[src/rtl/bram_stream_fifo.sv]
// Valid/ready FIFO controller over an external dual-port BRAM with a registered read port.
// First-word-fall-through output: a push reaches m_valid two cycles later; throughput is one word per cycle.
module bram_stream_fifo #(
  parameter int DEPTH        = 1024,
  parameter int DATA_WIDTH   = 32,
  parameter int AF_THRESHOLD = DEPTH - 4,
  localparam int ADDR_WIDTH  = $clog2(DEPTH)
) (
  input  logic                  clk,
  input  logic                  rst,
  input  logic                  clr,
  input  logic                  s_valid,
  output logic                  s_ready,
  input  logic [DATA_WIDTH-1:0] s_data,
  output logic                  m_valid,
  input  logic                  m_ready,
  output logic [DATA_WIDTH-1:0] m_data,
  output logic [ADDR_WIDTH:0]   level,
  output logic                  almost_full,
  output logic                  bram_ena,
  output logic                  bram_wea,
  output logic [ADDR_WIDTH-1:0] bram_addra,
  output logic [DATA_WIDTH-1:0] bram_dia,
  output logic                  bram_enb,
  output logic [ADDR_WIDTH-1:0] bram_addrb,
  input  logic [DATA_WIDTH-1:0] bram_dob
);

  localparam logic [ADDR_WIDTH:0] FULL_LVL = (ADDR_WIDTH+1)'(DEPTH);
  localparam logic [ADDR_WIDTH:0] AF_LVL   = (ADDR_WIDTH+1)'(AF_THRESHOLD);

  logic [ADDR_WIDTH-1:0] wr_ptr_q, wr_ptr_d, rd_ptr_q, rd_ptr_d;
  logic [ADDR_WIDTH:0]   level_q, level_d, pending_q, pending_d;
  logic                  m_valid_q, m_valid_d;
  logic                  s_ready_q, s_ready_d;
  logic                  almost_full_q, almost_full_d;
  logic                  push, issue, pop;

  always_comb begin
    push  = s_valid && s_ready_q && !clr;
    // A read may only be issued when the output register is free or being drained this cycle.
    issue = (pending_q != '0) && (!m_valid_q || m_ready) && !clr;
    pop   = m_valid_q && m_ready && !clr;

    wr_ptr_d  = wr_ptr_q;
    rd_ptr_d  = rd_ptr_q;
    level_d   = level_q;
    pending_d = pending_q;
    m_valid_d = m_valid_q;

    if (push) wr_ptr_d = wr_ptr_q + 1'b1;

    case ({push, issue})
      2'b10:   pending_d = pending_q + 1'b1;
      2'b01:   pending_d = pending_q - 1'b1;
      default: pending_d = pending_q;
    endcase

    case ({push, pop})
      2'b10:   level_d = level_q + 1'b1;
      2'b01:   level_d = level_q - 1'b1;
      default: level_d = level_q;
    endcase

    if (issue) begin
      rd_ptr_d  = rd_ptr_q + 1'b1;
      m_valid_d = 1'b1;
    end else if (pop) begin
      m_valid_d = 1'b0;
    end

    if (clr) begin
      wr_ptr_d  = '0;
      rd_ptr_d  = '0;
      level_d   = '0;
      pending_d = '0;
      m_valid_d = 1'b0;
    end

    // The displayed word keeps its slot until popped, so level alone gates writes.
    s_ready_d     = level_d < FULL_LVL;
    almost_full_d = level_d >= AF_LVL;
  end

  always_ff @(posedge clk or posedge rst) begin
    if (rst) begin
      wr_ptr_q      <= '0;
      rd_ptr_q      <= '0;
      level_q       <= '0;
      pending_q     <= '0;
      m_valid_q     <= 1'b0;
      s_ready_q     <= 1'b0;
      almost_full_q <= 1'b0;
    end else begin
      wr_ptr_q      <= wr_ptr_d;
      rd_ptr_q      <= rd_ptr_d;
      level_q       <= level_d;
      pending_q     <= pending_d;
      m_valid_q     <= m_valid_d;
      s_ready_q     <= s_ready_d;
      almost_full_q <= almost_full_d;
    end
  end

  assign s_ready     = s_ready_q;
  assign m_valid     = m_valid_q;
  assign m_data      = bram_dob;
  assign level       = level_q;
  assign almost_full = almost_full_q;
  assign bram_ena    = push;
  assign bram_wea    = push;
  assign bram_addra  = wr_ptr_q;
  assign bram_dia    = s_data;
  assign bram_enb    = issue;
  assign bram_addrb  = rd_ptr_q;

endmodule
[config.mk]
export PLATFORM = sky130hd
export DESIGN_NAME = bram_stream_fifo
export DESIGN_NICKNAME = d
export VERILOG_FILES = /design/src/rtl/bram_stream_fifo.sv
export SDC_FILE = /design/constraint.sdc
export NUM_CORES = 1
export LEC_CHECK = 0
export CAP_MARGIN = 40
export CELL_PAD_IN_SITES_DETAIL_PLACEMENT = 1
export CELL_PAD_IN_SITES_GLOBAL_PLACEMENT = 1
export CORE_ASPECT_RATIO = 0.9
export CORE_MARGIN = 2
export CORE_UTILIZATION = 31
export DETAILED_ROUTE_END_ITERATION = 12
export GPL_TIMING_DRIVEN = 0
export MAX_ROUTING_LAYER = met4
export PLACE_DENSITY = 0.88
export RECOVER_POWER = 100
export SETUP_SLACK_MARGIN = 0.5
export SYNTH_ARGS = -nofsm -noshare
export SYNTH_HDL_FRONTEND = slang
export SYNTH_SLANG_ARGS = --single-unit
[constraint.sdc]
create_clock -name clk -period 6.07 [get_ports clk]
set_input_delay 1.214 -clock clk [delete_from_list [all_inputs] [get_ports clk]]
set_output_delay 1.214 -clock clk [all_outputs]
set_load 0.1 [all_outputs]
# --- Word-level counts from Yosys, hierarchy flattened ---
# Index checks and enable logic that the tools add are counted.
classes:
  addsub: 6
  magnitude_cmp: 2
  n_eq_ne: 4
  mux: 11
  reduce_logical: 14
op_table:
  columns: ["op", "n"]
  rows:
  - ["11-bit case mux with 2 select lines", 2]
  - ["10-bit two-way mux", 4]
  - ["11-bit by 1-bit adder with 11-bit output, second input constant", 2]
  - ["11-bit two-way mux", 2]
  - ["11-bit by 1-bit subtractor with 11-bit output, second input constant", 2]
  - ["10-bit by 1-bit adder with 10-bit output, second input constant", 2]
  - ["11-bit by 10-bit >= comparator with 1-bit output, second input constant", 1]
  - ["11-bit < comparator, second input constant", 1]
  - ["11-bit nonzero test", 1]
  - ["1-bit logical AND", 6]
  - ["3-bit nonzero test", 2]
  - ["2-bit by 1-bit equality test with 1-bit output, second input constant", 2]
  - ["2-bit equality test, second input constant", 2]
  - ["2-bit nonzero test", 2]
  - ["1-bit two-way mux", 3]
  - ["1-bit logical NOT", 2]
  - ["1-bit logical OR", 1]
totals:
  reg_bits: 45
  inputBits: 69
  out_inout_bits: 101
  word_cells: 44

# --- Longest topological paths before layout ---
logic_depth:
  word_depth: 7
  mapped_depth: 14
  mapped_depth_nobuf: 13

# --- Worst setup path after synthesis ---
# No wires, ideal clock.
synth_path:
  path_type: "input to register"
  startpoint: "input m_ready"
  endpoint: "register pending_q[10]"
  setup_time_ns: 0.086
  arrival_time_ns: 4.091
  required_time_ns: 5.984
  slack_ns: 1.893
  path_stages: 12
  n_path_buf: 0
  cell_sequence: "nor2b_1 a31oi_1 nand2_1 nor2_1 ha_1 a21o_1 a21oi_1 o21bai_1 a2111o_1 nor4bb_1 o31a_1 nor3_1"
synth_via:
  elab_chain_len: 6
  elab_cells_between_ends: 8
  cone_classes: "eq/ne (2); mux (2); reduce/logical (4)"
synth_lines:
  columns: ["element", "line_no", "source"]
  rows:
  - ["from (decl)", "16", "input logic m_ready,"]
  - ["1-bit logical OR *", "42", "issue = (pending_q != '0) && (!m_valid_q || m_ready) && !clr;"]
  - ["1-bit logical AND * (2 in series)", "42", null]
  - ["2-bit by 1-bit equality test with 1-bit output or 2-bit equality test (tied branches)", "53", "case ({push, issue})"]
  - ["11-bit case mux with 2 select lines", "53", null]
  - ["11-bit two-way mux", "72", "if (clr) begin"]
  - ["to (signal assigned)", "98", "pending_q <= pending_d;"]
  - ["to (decl)", "33", "logic [ADDR_WIDTH:0] level_q, level_d, pending_q, pending_d;"]
# Mark *: on every way between the ends. The rest lies on a longest branch, timed or not.
# A chain may end at the register's enable or synchronous reset.

# --- Worst setup path after layout ---
layout_path:
  startpoint: "input m_ready"
  endpoint: "register pending_q[9]"
# The elaborated chain is that of the path after synthesis.

==> flow_metrics.env <==
export IMPL_numPortBuffers=104
export IMPL_cellLeakagePower_nw=2.35
export IMPL_areaGrowthSynthToFinish_pct=56.1
export IMPL_ios=170
export IMPL_cts_buffers_inserted=5
export IMPL_syn_mean_instance_area_um2=8.70
export IMPL_synth_lib_cells_used_distinct=58
export IMPL_dr_total_vias=3873
export IMPL_max_freq_mhz=184
export IMPL_detailedRoute_firstPassIterationCount=4
export IMPL_final_net_count=695
export IMPL_total_standard_cell_area_after_synthesis_um2=3470
export IMPL_routed_wirelength_um=14100
export IMPL_remaining_drc_errors=0
export IMPL_global_route_overflow_total=0
export IMPL_drive_gt1_frac=0.148
export IMPL_synth_yosys_warnings=0
export IMPL_setup_viol_count_final=0
export IMPL_die_w_um=116
export IMPL_floorplan_die_area_um2=12100
export IMPL_largest_net_degree_at_the_start_of_global_routing=25
export IMPL_postSynthNetCount=482
export IMPL_number_of_global_route_vias_before_repair=4322
export IMPL_floorplan_initialDensity=0.320
export IMPL_post_cts_setup_buffer_count=0
export IMPL_tritoncts="built"
export IMPL_setup_repair_after_global_routing_missed_its_margin="no"
export IMPL_cts_root_buf="sky130_fd_sc_hd__clkbuf_16"
export IMPL_crit_path_max_fanout=10
export IMPL_worstSkewPairLatency_ps=290
export IMPL_n_antenna_cell=0
export IMPL_crit_required_ps=6240
export IMPL_grt_antenna_before_repair=0
export IMPL_grt_pass1_wl_um=22500
export IMPL_postSynthCellCount=399
export IMPL_vdd_ir_drop_worst_mv=0.308
export IMPL_transition_at_the_pin_with_the_smallest_max_transition_slack_ps=1360
export IMPL_dr_first_iter_drc_count=158
export IMPL_vias_per_cell=5.06
export IMPL_slew_headroom=0.0940
export IMPL_fp_row_count=36
export IMPL_number_of_enable_flip_flop_cells_after_synthesis=0
export IMPL_layout_filler_cells=1320
export IMPL_cts_hold_buffers_added=0
export IMPL_critPathKind="in2reg"
export IMPL_placeableCoreArea_um2=10900
export IMPL_async_flop_share=1.00
export IMPL_numClockSinks=45
export IMPL_post_cts_sizing_count=0
export IMPL_gp_congestion=0.875
export IMPL_die_height_um=104
export IMPL_fin_skew_ps=3.91
export IMPL_hp_class="reg2reg"
export IMPL_h_tree_depth=2
export IMPL_crit_path_start_kind="input port"
export IMPL_synth_seq_area_share=0.324
export IMPL_route_detailed_wl_per_inst_um=18.5
export IMPL_outcome="finished clean"
export IMPL_ys_ff_latch=45
export IMPL_setup_tns_final_ps=0
export IMPL_route_antenna_remaining_nets=0
export IMPL_final_hold_violation_count=0
export IMPL_cp_arrival_ps=5610
export IMPL_power_per_cell_area_nw_per_um2=317
export IMPL_ys_dominant_reg_cell="sky130_fd_sc_hd__dfrtp_1"
export IMPL_period_needed_ps=5440
export IMPL_timing_hold_ws_ps=559
export IMPL_post_route_period_util=0.896
export IMPL_cts_path_max_buffers=2
export IMPL_hpwlAfterDp_um=11100
export IMPL_maxCapViolCount=0
export IMPL_clkSlewWorstSetupHoldPaths_ps=60
export IMPL_report_final_slew_viol_count=0
export IMPL_grt_util_all_layers=0.243
export IMPL_setup_worst_path_end_class="flip-flop"
## report_power, final
group / total, mW / leakage (nW) / internal [mW] / switching (mW)
Sequential: 0.418 / 0.607 / 0.351 / 0.0674
Clock: 0.314 / 0.0800 / 0.195 / 0.119
Combinational: 0.984 / 1.67 / 0.334 / 0.650
Total: 1.72 / 2.35 / 0.880 / 0.836
## cells in the final DEF (no fill, tap or decap), types with 4 or more instances in the layout
| master | n |
|---|---|
| sky130_fd_sc_hd__nor2_1 | 41 |
| sky130_fd_sc_hd__nand2_1 | 26 |
| sky130_fd_sc_hd__a21oi_1 | 20 |
| sky130_fd_sc_hd__o21ai_0 | 5 |
| sky130_fd_sc_hd__buf_4 | 65 |
| sky130_fd_sc_hd__ha_1 | 13 |
| sky130_fd_sc_hd__a21o_1 | 5 |
| sky130_fd_sc_hd__and2_1 | 4 |
| sky130_fd_sc_hd__dlygate4sd3_1 | 14 |
| sky130_fd_sc_hd__nor4_1 | 4 |
| sky130_fd_sc_hd__mux2i_1 | 5 |
| sky130_fd_sc_hd__nand3_1 | 10 |
| sky130_fd_sc_hd__nand4_1 | 10 |
| sky130_fd_sc_hd__xor2_1 | 14 |
| sky130_fd_sc_hd__and4_1 | 4 |
| sky130_fd_sc_hd__dfrtp_1 | 45 |
| sky130_fd_sc_hd__clkbuf_16 | 5 |
| sky130_fd_sc_hd__clkbuf_1 | 105 |
| sky130_fd_sc_hd__xnor2_1 | 19 |
| sky130_fd_sc_hd__o31ai_1 | 8 |
| sky130_fd_sc_hd__buf_8 | 10 |
| sky130_fd_sc_hd__nor3_1 | 10 |
| sky130_fd_sc_hd__clkdlybuf4s50_1 | 90 |
| sky130_fd_sc_hd__a22o_1 | 5 |
| sky130_fd_sc_hd__or3_1 | 6 |
| sky130_fd_sc_hd__inv_1 | 9 |
## worst max-delay path, cell delays in order
cell and delay, ps:
sky130_fd_sc_hd__dlygate4sd3_1 550, sky130_fd_sc_hd__nor2b_1 80, sky130_fd_sc_hd__a31oi_1 670, sky130_fd_sc_hd__nand2_1 270, sky130_fd_sc_hd__nor2_1 690, sky130_fd_sc_hd__ha_1 370, sky130_fd_sc_hd__a21o_1 160, sky130_fd_sc_hd__a21oi_1 250
sky130_fd_sc_hd__o21bai_1 160, sky130_fd_sc_hd__a2111o_1 480, sky130_fd_sc_hd__a311oi_1 310, sky130_fd_sc_hd__xnor2_1 170, sky130_fd_sc_hd__a22o_1 230
## logic make-up (layout without fill, tap and decap cells)
group | Yosys count | count (layout) | share of synthesized area
and+or+nand+nor | 136 | 136 | 0.200
buffers and inverters | 92 | 306 | 0.170
AOI/OAI and AO/OA | 73 | 73 | 0.151
DFF | 45 | 45 | 0.324
xor gates and xnor gates | 33 | 33 | 0.0833
adders and majority gates | 14 | 14 | 0.0526
muxes | 6 | 6 | 0.0177
## worst paths after layout
kind                                     startpoint                   endpoint  slack (ps)  cells past startpoint
min in group asynchronous                       rst  bram_addrb[5]$_DFFE_PP0P_        1550                      2
max                                         m_ready   pending_q[9]$_DFFE_PP0P_         630                     13
min                        pending_q[8]$_DFFE_PP0P_   pending_q[8]$_DFFE_PP0P_         560                      1
min reg2reg                pending_q[8]$_DFFE_PP0P_   pending_q[8]$_DFFE_PP0P_         560                      1
max in group asynchronous                       rst         level[4]$_DFF_PP0_        2780                      3
max reg2reg                     m_valid$_DFFE_PP0P_   pending_q[9]$_DFFE_PP0P_        1640                     12
## layout make-up
class                           instances  area (µm²)  share of cell area
Clock inverter                          3        46.3             0.00855
Clock buffer                            5         125              0.0231
Sequential cell                        45        1130               0.208
Buffer                                 83         557               0.103
Inverter                                9        33.8             0.00624
Tap cell                              152         190              0.0351
Multi-Input combinational cell        262        1750               0.324
Timing Repair Buffer                  206        1580               0.292
## cells in the mapped netlist (all sizes together), types with 2 or more instances
library cell,instances,area [µm²]
o21bai,3,22.5
a311oi,3,26.3
or3,6,37.5
nor2b,2,12.5
and4,4,35.0
a2111o,3,33.8
or4,4,33.8
a221oi,2,17.5
nand4,10,62.6
nor3,10,50.1
a211oi,2,15.0
dfrtp,45,1130
nand2b,3,18.8
xor2,14,123
inv,9,33.8
o21a,3,22.5
nand2,26,97.6
nand4b,3,26.3
nor4,4,25.0
a22o,5,43.8
nor2,41,154
buf,70,508
mux2i,5,50.1
a21oi,20,100
and2,7,43.8
clkbuf,13,48.8
a21o,5,37.5
o31ai,8,60.1
nand3,10,50.1
xnor2,19,166
ha,13,163
o21ai,5,25.0
## metrics by stage
step,power [mW],std cells,util,setup slack [ps],instance area [µm²]
floorplan,1.11,399,-,1890,3470
global placement,1.27,655,0.433,820,4700
detailed placement,1.48,757,0.578,586,6270
CTS,1.81,765,0.593,742,6440
global route,1.80,765,0.499,337,5420
finish,1.72,765,0.499,631,5420
## layer usage
| metal | up-vias | share of wire | track usage |
|---|---|---|---|
| met3 | 30 | 0.061 | 0.0338 |
| li1 | 1771 | - | - |
| met2 | 153 | 0.56 | 0.465 |
| met4 | 0 | 0.026 | 0.0740 |
| met5 | - | 0 | - |
| met1 | 1919 | 0.35 | 0.251 |
## sequential cells by signal (all words and copies together) (netlist names)
signal and cells:
almost_full 1, bram_addra 10, bram_addrb 10, level 11, m_valid 1, pending_q 11, s_ready 1
(Power assumes the default switching activity.)
